### config.mk
export PLATFORM = sky130hd
export DESIGN_NAME = multicycle_control_unit
export DESIGN_NICKNAME = d
export VERILOG_FILES = /design/src/rtl/multicycle_control_unit.sv
export SDC_FILE = /design/constraint.sdc
export NUM_CORES = 1
export LEC_CHECK = 0
export CAP_MARGIN = 20
export CORE_MARGIN = 5
export CORE_UTILIZATION = 50
export DETAILED_ROUTE_END_ITERATION = 7
export PLACE_DENSITY = 0.79
export RECOVER_POWER = 100
export SLEW_MARGIN = 10
export SYNTH_ARGS = -nofsm -noshare
export SYNTH_HDL_FRONTEND = slang
export SYNTH_SLANG_ARGS = --single-unit
### constraint.sdc
create_clock -name clk -period 2.6 [get_ports clk]
set_input_delay 0.65 -clock clk [delete_from_list [all_inputs] [get_ports clk]]
set_output_delay 0.65 -clock clk [all_outputs]
set_load 0.05 [all_outputs]
### src/rtl/multicycle_control_unit.sv
// Multi-cycle RV32I control unit.
// Walks each instruction through FETCH/DECODE/EXEC/MEM/WB and drives the
// datapath strobes for the current state. It waits on memReady for
// instruction and data memory accesses, traps on an illegal opcode or on a
// memory wait timeout, and counts retired instructions.
//
// Ports:
//   clk, rst           rising-edge clock, synchronous active-high reset
//   instruction        opcode field of fetched word, latched on fetch completion
//   memReady           memory access completes this cycle
//   zero               ALU zero flag, used by branches in EXEC
//   instrRead .. aluOp datapath control strobes (all 0 while rst is high)
//   trap, trapCause    sticky trap flag and cause (01 illegal, 10 timeout)
//   state              current FSM state (debug)
//   instrRetired       wrapping count of completed instructions
module multicycle_control_unit #(
  parameter int OPCODE_W    = 7,
  parameter int ALUOP_W     = 2,
  parameter int MEM_TIMEOUT = 15,
  parameter int CNT_W       = 32
) (
  input  logic                clk,
  input  logic                rst,
  input  logic [OPCODE_W-1:0] instruction,
  input  logic                memReady,
  input  logic                zero,
  output logic                instrRead,
  output logic                irWrite,
  output logic                pcWrite,
  output logic                branch,
  output logic                memRead,
  output logic                memWrite,
  output logic                memToReg,
  output logic                aluSrc,
  output logic                regWrite,
  output logic [ALUOP_W-1:0]  aluOp,
  output logic                trap,
  output logic [1:0]          trapCause,
  output logic [2:0]          state,
  output logic [CNT_W-1:0]    instrRetired
);

  localparam logic [2:0] S_FETCH  = 3'd0;
  localparam logic [2:0] S_DECODE = 3'd1;
  localparam logic [2:0] S_EXEC   = 3'd2;
  localparam logic [2:0] S_MEM    = 3'd3;
  localparam logic [2:0] S_WB     = 3'd4;
  localparam logic [2:0] S_TRAP   = 3'd5;

  localparam logic [OPCODE_W-1:0] OP_R = OPCODE_W'(7'b0110011);
  localparam logic [OPCODE_W-1:0] OP_I = OPCODE_W'(7'b0010011);
  localparam logic [OPCODE_W-1:0] OP_L = OPCODE_W'(7'b0000011);
  localparam logic [OPCODE_W-1:0] OP_S = OPCODE_W'(7'b0100011);
  localparam logic [OPCODE_W-1:0] OP_B = OPCODE_W'(7'b1100011);

  localparam int WAIT_W = $clog2(MEM_TIMEOUT + 1);
  localparam logic [WAIT_W-1:0] TIMEOUT_V = WAIT_W'(MEM_TIMEOUT);

  localparam logic [1:0] CAUSE_NONE    = 2'b00;
  localparam logic [1:0] CAUSE_ILLEGAL = 2'b01;
  localparam logic [1:0] CAUSE_TIMEOUT = 2'b10;

  logic [2:0]          state_r;
  logic [OPCODE_W-1:0] opcode_r;
  logic [WAIT_W-1:0]   wait_r;
  logic                trap_r;
  logic [1:0]          cause_r;
  logic [CNT_W-1:0]    retired_r;

  logic [2:0] next_state_s;
  logic [1:0] cause_next_s;
  logic       retire_s;
  logic       wait_full_s;

  assign wait_full_s = (wait_r == TIMEOUT_V);

  // State register plus opcode latch, wait counter, trap and retire counter.
  always_ff @(posedge clk) begin
    if (rst) begin
      state_r   <= S_FETCH;
      opcode_r  <= '0;
      wait_r    <= '0;
      trap_r    <= 1'b0;
      cause_r   <= CAUSE_NONE;
      retired_r <= '0;
    end else begin
      state_r <= next_state_s;
      if (state_r == S_FETCH && memReady) begin
        opcode_r <= instruction;
      end
      // Counter restarts on every transition and saturates while waiting.
      if (next_state_s != state_r) begin
        wait_r <= '0;
      end else if (!wait_full_s) begin
        wait_r <= wait_r + WAIT_W'(1);
      end
      if (next_state_s == S_TRAP && state_r != S_TRAP) begin
        trap_r  <= 1'b1;
        cause_r <= cause_next_s;
      end
      if (retire_s) begin
        retired_r <= retired_r + CNT_W'(1);
      end
    end
  end

  // Next-state logic; memReady on the saturated-counter cycle still completes.
  always_comb begin
    next_state_s = state_r;
    cause_next_s = CAUSE_NONE;
    retire_s     = 1'b0;
    case (state_r)
      S_FETCH: begin
        if (memReady) begin
          next_state_s = S_DECODE;
        end else if (wait_full_s) begin
          next_state_s = S_TRAP;
          cause_next_s = CAUSE_TIMEOUT;
        end else begin
          next_state_s = S_FETCH;
        end
      end
      S_DECODE: begin
        case (opcode_r)
          OP_R, OP_I, OP_L, OP_S, OP_B: next_state_s = S_EXEC;
          default: begin
            next_state_s = S_TRAP;
            cause_next_s = CAUSE_ILLEGAL;
          end
        endcase
      end
      S_EXEC: begin
        case (opcode_r)
          OP_R, OP_I: next_state_s = S_WB;
          OP_L, OP_S: next_state_s = S_MEM;
          OP_B: begin
            next_state_s = S_FETCH;
            retire_s     = 1'b1;
          end
          default: begin
            next_state_s = S_TRAP;
            cause_next_s = CAUSE_ILLEGAL;
          end
        endcase
      end
      S_MEM: begin
        if (memReady) begin
          if (opcode_r == OP_L) begin
            next_state_s = S_WB;
          end else begin
            next_state_s = S_FETCH;
            retire_s     = 1'b1;
          end
        end else if (wait_full_s) begin
          next_state_s = S_TRAP;
          cause_next_s = CAUSE_TIMEOUT;
        end else begin
          next_state_s = S_MEM;
        end
      end
      S_WB: begin
        next_state_s = S_FETCH;
        retire_s     = 1'b1;
      end
      S_TRAP:  next_state_s = S_TRAP;
      default: next_state_s = S_FETCH;
    endcase
  end

  // Strobe decode from registered state and latched opcode, forced off in reset.
  always_comb begin
    instrRead = 1'b0;
    irWrite   = 1'b0;
    pcWrite   = 1'b0;
    branch    = 1'b0;
    memRead   = 1'b0;
    memWrite  = 1'b0;
    memToReg  = 1'b0;
    aluSrc    = 1'b0;
    regWrite  = 1'b0;
    aluOp     = ALUOP_W'(2'b00);
    if (!rst) begin
      case (state_r)
        S_FETCH: begin
          instrRead = 1'b1;
          irWrite   = memReady;
          pcWrite   = memReady;
        end
        S_EXEC: begin
          case (opcode_r)
            OP_R: aluOp = ALUOP_W'(2'b10);
            OP_I: begin
              aluOp  = ALUOP_W'(2'b10);
              aluSrc = 1'b1;
            end
            OP_L, OP_S: aluSrc = 1'b1;
            OP_B: begin
              aluOp   = ALUOP_W'(2'b01);
              branch  = 1'b1;
              pcWrite = zero;
            end
            default: aluOp = ALUOP_W'(2'b00);
          endcase
        end
        S_MEM: begin
          case (opcode_r)
            OP_L: memRead = 1'b1;
            OP_S: begin
              memWrite = 1'b1;
              aluSrc   = 1'b1;
            end
            default: memRead = 1'b0;
          endcase
        end
        S_WB: begin
          regWrite = 1'b1;
          memToReg = (opcode_r == OP_L);
        end
        default: regWrite = 1'b0;
      endcase
    end else begin
      regWrite = 1'b0;
    end
  end

  assign trap         = trap_r;
  assign trapCause    = cause_r;
  assign state        = state_r;
  assign instrRetired = retired_r;

endmodule

### Word-level counts from Yosys, hierarchy flattened

Index checks and enable logic that the tools add are counted.

| operators by class | value |
|---|---|
| mux-type cells | 41 |
| reductions and logical operators | 10 |
| eq/ne operators | 14 |
| add/subtract/negate cells | 2 |

Operators with widths:

| operator | count |
|---|---|
| $add A32 B1 Y32 const B | 1 |
| $mux W1 | 24 |
| $mux W3 | 6 |
| $pmux W3 S5 | 1 |
| $eq A7 B6 Y1 const B | 2 |
| $reduce_or A2 Y1 | 5 |
| $eq A3 B3 Y1 const B | 3 |
| $pmux W3 S3 | 1 |
| $mux W2 | 4 |
| $pmux W2 S2 | 2 |
| $eq A7 B2 Y1 const B | 1 |
| $eq A7 B5 Y1 const B | 1 |
| $eq A7 B7 Y1 const B | 1 |
| $eq A3 B2 Y1 const B | 2 |
| $reduce_or A5 Y1 | 1 |
| $add A4 B1 Y4 const B | 1 |
| $eq A4 B4 Y1 const B | 1 |
| $pmux W1 S2 | 2 |
| $eq A3 B1 Y1 const B | 1 |
| $logic_not A3 Y1 | 1 |
| $ne A3 B3 Y1 | 1 |
| $ne A3 B3 Y1 const B | 1 |
| $pmux W1 S3 | 1 |
| $reduce_or A3 Y1 | 1 |
| $logic_and A1 B1 Y1 | 2 |

| word-level totals | value |
|---|---|
| output and inout bits | 49 |
| bits in registers | 49 |
| input port bits | 11 |

### Logic depth before layout (Yosys ltp)

| depth | value |
|---|---|
| depth after elaboration | 6 |
| depth in mapped cells | 8 |

### Worst setup path before layout

No wires, ideal clock.

| timing | value |
|---|---|
| path type | reg2out |
| start | register state_r[2] (netlist: state[2]) |
| end | output memToReg |
| cell stages (with the launch flop) | 5 |
| path slack | -1362 ps |
| data arrival time | 3312 ps |
| required time | 1950 ps |
| path through | dfxtp_1 > clkbuf_1 > inv_1 > nor4_1 > and2_1 |

| on the way | value |
|---|---|
| word-level cells in the longest chain between the ends | 3 |

RTL lines:

| item | line | RTL |
|---|---|---|
| start, declared | 63 | `logic [2:0] state_r;` |
| start signal, assigned | 87 | `state_r <= next_state_s;` |
| $eq A3 B3 Y1 | 183 | `case (state_r)` |
| $mux W1 | 183 |  |
| $mux W1 | 182 | `if (!rst) begin` |
| end, declared | 33 | `output logic memToReg,` |

No other way between the ends.

### Worst setup path after layout

| timing | value |
|---|---|
| start | register opcode_r[3] |
| end | output aluSrc |

| on the way | value |
|---|---|
| word-level cells in the longest chain between the ends | 5 |

RTL lines:

| item | line | RTL |
|---|---|---|
| start, declared | 64 | `logic [OPCODE_W-1:0] opcode_r;` |
| start signal, assigned | 89 | `opcode_r <= instruction;` |
| $eq A7 B2 Y1, or another cell as far along | 190 | `case (opcode_r)` |
| $reduce_or A3 Y1 (no source line) | - |  |
| $mux W1 | 190 |  |
| $pmux W1 S2 (*) | 183 |  |
| $mux W1 (*) | 182 |  |
| end, declared | 34 | `output logic aluSrc,` |

Every way passes the cells marked *; elsewhere a longest branch is shown, timed or not.

==> impl_metrics.csv <==
group,metric,value,unit
outcome,outcome,"finished, final reports clean",
sta,finalMaxSlewViolations,0,
route,route.detailed.drc,0,
setup_path,crit_start,"opcode_r[3]",
clocking,post_cts_resized,0,
synth,yosysSeqAreaShare,36.6,%
setup_path,worstSetupEndpointType,"output port",
setup_path,r2r_slack,0.34,ns
placement,place_ws,-0.0478,ns
synth,synthCells,323,
setup_path,rr_worst_depth,5,
synth,yosysWarnings,0,
final_layout,finalNonFillerCells,457,
placement,place_inst,449,
route,ant_nets,0,
job,cap_violations,0,
synth,yosys-top-cells-area,"dfxtp_1, a21oi_1, o31ai_1, or4_1, nor2_1",
route,drtIter0Drc,111,
die,dieArea,6920,µm²
final_layout,syn_to_final_growth,33.2,%
final_layout,final_nets,399,
final_layout,drive_gt1_share,11.9,%
setup_path,path_class,"reg -> out",
power,ir_drop,217,µV
power,total_power,1590,µW
global_routing,grt_pass1_vias,2628,
global_routing,grtUsageTotal,20.9,%
setup_path,crit_path_max_fanout,6,
placement,dpl.hpwl,5390,µm
clocking,ctsHoldBuffers,0,
setup_path,r2r-start,"instrRetired[6]",
synth,syn_area_per_cell,8.29,µm²
setup_path,timing.rr.end,"instrRetired[29]",
global_routing,antenna_found_initial,0,
placement,gp_congestion,0.954,
synth,synth_flop_cell,"dfxtp_1",
synth,synth_edf_count,0,
clocking,clock-sinks,49,
sta,finClkSkew,0.00618,ns
power,p_leak,0.00125,µW
sta,rsz0062_at_grt,"no",
clocking,cts_tree,"done",
route,dr.pass1.iters,4,
setup_path,cp_data_arrival_time,1.84,ns
final_layout,antenna_cells,0,
sta,setup_viol_count_final,0,
synth,synth_area_leader_cell,"dfxtp_1",
route,route.detailed.wl_per_inst,15.7,µm
synth,syn_nets,336,
synth,synth-seq-cells,49,
route,finalWirelength,7170,µm
sta,fin_crit,2.49,ns
global_routing,grt_overflow,0,
die,core,5140,µm²
clocking,h-tree-depth,2,
sta,worst_slew_pin_slew,0.524,ns
sta,fin_crit_sh,95.9,%
die,die_x,83.2,µm
sta,setup_slack,0.105,ns
setup_path,cp-endpoint,"aluSrc",
power,power_density,444,nW/µm²
clocking,cts_buffers,5,
route,via_per_inst,6.07,
clocking,clk_path_buf_depth,2,
clocking,clk_pin_slew_worst_paths,0.08,ns
synth,syn_area,2680,µm²
die,rows,26,
synth,yosysUniqueCellTypes,51,
sta,slew_headroom,64.9,%
clocking,clock_latency,0.29,ns
die,die_h,83.2,µm
clocking,cts-root-buf,"clkbuf_8",
global_routing,grt_max_degree,36,
route,vias,2773,
sta,fmax,401,MHz
clocking,post_cts.repair.setup_buffers,0,
setup_path,crit_required,1.95,ns
sta,hold_viol_final,0,
synth,async_reset_ff_share,0,%
min_path,hp-class,"reg -> reg",
sta,fin_tns_setup,0,ns
die,io_pins,60,
sta,holdWs,0.474,ns
die,start_util,52.1,%
global_routing,grt_pass1_wl,12400,µm
synth,synth_top_area_share,36.6,%
placement,port_buffers,59,
setup_path,critical_path.startpoint_type,"flip-flop",
-- cell type report --
class / instances / area (µm²)
Clock inverter: 1 / 30.0
Inverter: 7 / 26.3
Clock buffer: 7 / 86.3
Sequential cell: 49 / 981
Tap cell: 70 / 87.6
Fill cell: 461 / 1570
Multi-Input combinational cell: 247 / 1620
Timing Repair Buffer: 76 / 741
-- cells in the mapped netlist, types with 2 or more instances --
master / count
xor2_1: 2
nand2b_1: 5
o41ai_1: 4
o21a_1: 2
inv_1: 7
nand2_1: 17
o31ai_1: 21
o21ai_0: 11
or4_1: 19
nand4bb_1: 2
nor3_1: 9
a211oi_1: 6
nor2_1: 25
buf_2: 2
dfxtp_1: 49
a31o_2: 2
a21oi_1: 34
mux2i_1: 9
nand4b_1: 4
or3_1: 8
and2_1: 2
nand3b_1: 2
ha_1: 2
nor4_1: 5
or4b_1: 4
nor2b_1: 5
clkbuf_1: 18
nand3_1: 11
and3_1: 4
o22ai_1: 3
nand4_1: 9
-- metal layers --
layer  track usage [%]  routed length (µm)
met5                 0                   0
met4              6.09                 122
met3              5.25                 354
met2              35.9                3480
met1              25.8                3210
-- cells in the final DEF, fill, tap and decap left out, drive strengths merged, types with 4 or more instances in the layout --
cell	instances
or4	20
nand4	10
nand3	11
nor2b	5
or3	9
nor4	6
a211oi	6
nor2	25
or4b	4
dfxtp	49
clkbuf	17
nand2b	5
and3	4
nand2	17
mux2i	9
nand4b	4
inv	7
o31ai	21
buf	19
o21ai	12
o41ai	4
dlygate4sd3	38
nor3	11
clkdlybuf4s50	9
a21oi	34
-- flip-flops by register name, indices dropped and copies added (netlist names) --
name	count
trapCause	2
wait_r	4
trap	1
instrRetired	32
opcode_r	7
state	3
-- cell families after synthesis --
| family | synth area share, % |
|---|---|
| AND/OR/NAND/NOR | 32.4 |
| AO/OA/AOI/OAI | 21.4 |
| flip-flops | 36.6 |
| buffers and inverters | 3.88 |
| multiplexers | 3.78 |
| XOR/XNOR | 0.981 |
| adder cells (fa/ha/maj) | 0.934 |
-- critical path: stages (launching register included) --
cell,delay [ns]
dfxtp_1,0.34
nand4bb_1,0.33
or3_1,0.44
nor2_1,0.15
clkbuf_2,0.30
-- metrics by stage --
| step | utilization (%) | area (µm²) |
|---|---|---|
| finish | 69.4 | 3570 |
| global route | 69.4 | 3570 |
| CTS | 71.3 | 3670 |
| detailed placement | 69.1 | 3550 |
| global placement | 69.1 | 3550 |
| floorplan | - | 2720 |
-- where the power goes --
part / switching [µW] / total, µW / leakage [µW] / internal (µW)
combinational: 147 / 240 / 0.000795 / 92.6
sequential: 22.6 / 793 / 0.000397 / 770
clock: 240 / 554 / 0.0000585 / 314
total: 410 / 1590 / 0.00125 / 1180
-- worst min-delay path by stage --
stage                           from                to  depth (start not counted)
global route        instrRetired[31]  instrRetired[31]                          2
CTS                             trap              trap                          2
floorplan                opcode_r[3]       opcode_r[3]                          2
finish                          trap              trap                          2
detailed placement              trap              trap                          2
global placement                trap              trap                          2
Power figures use the tool's default switching activity.
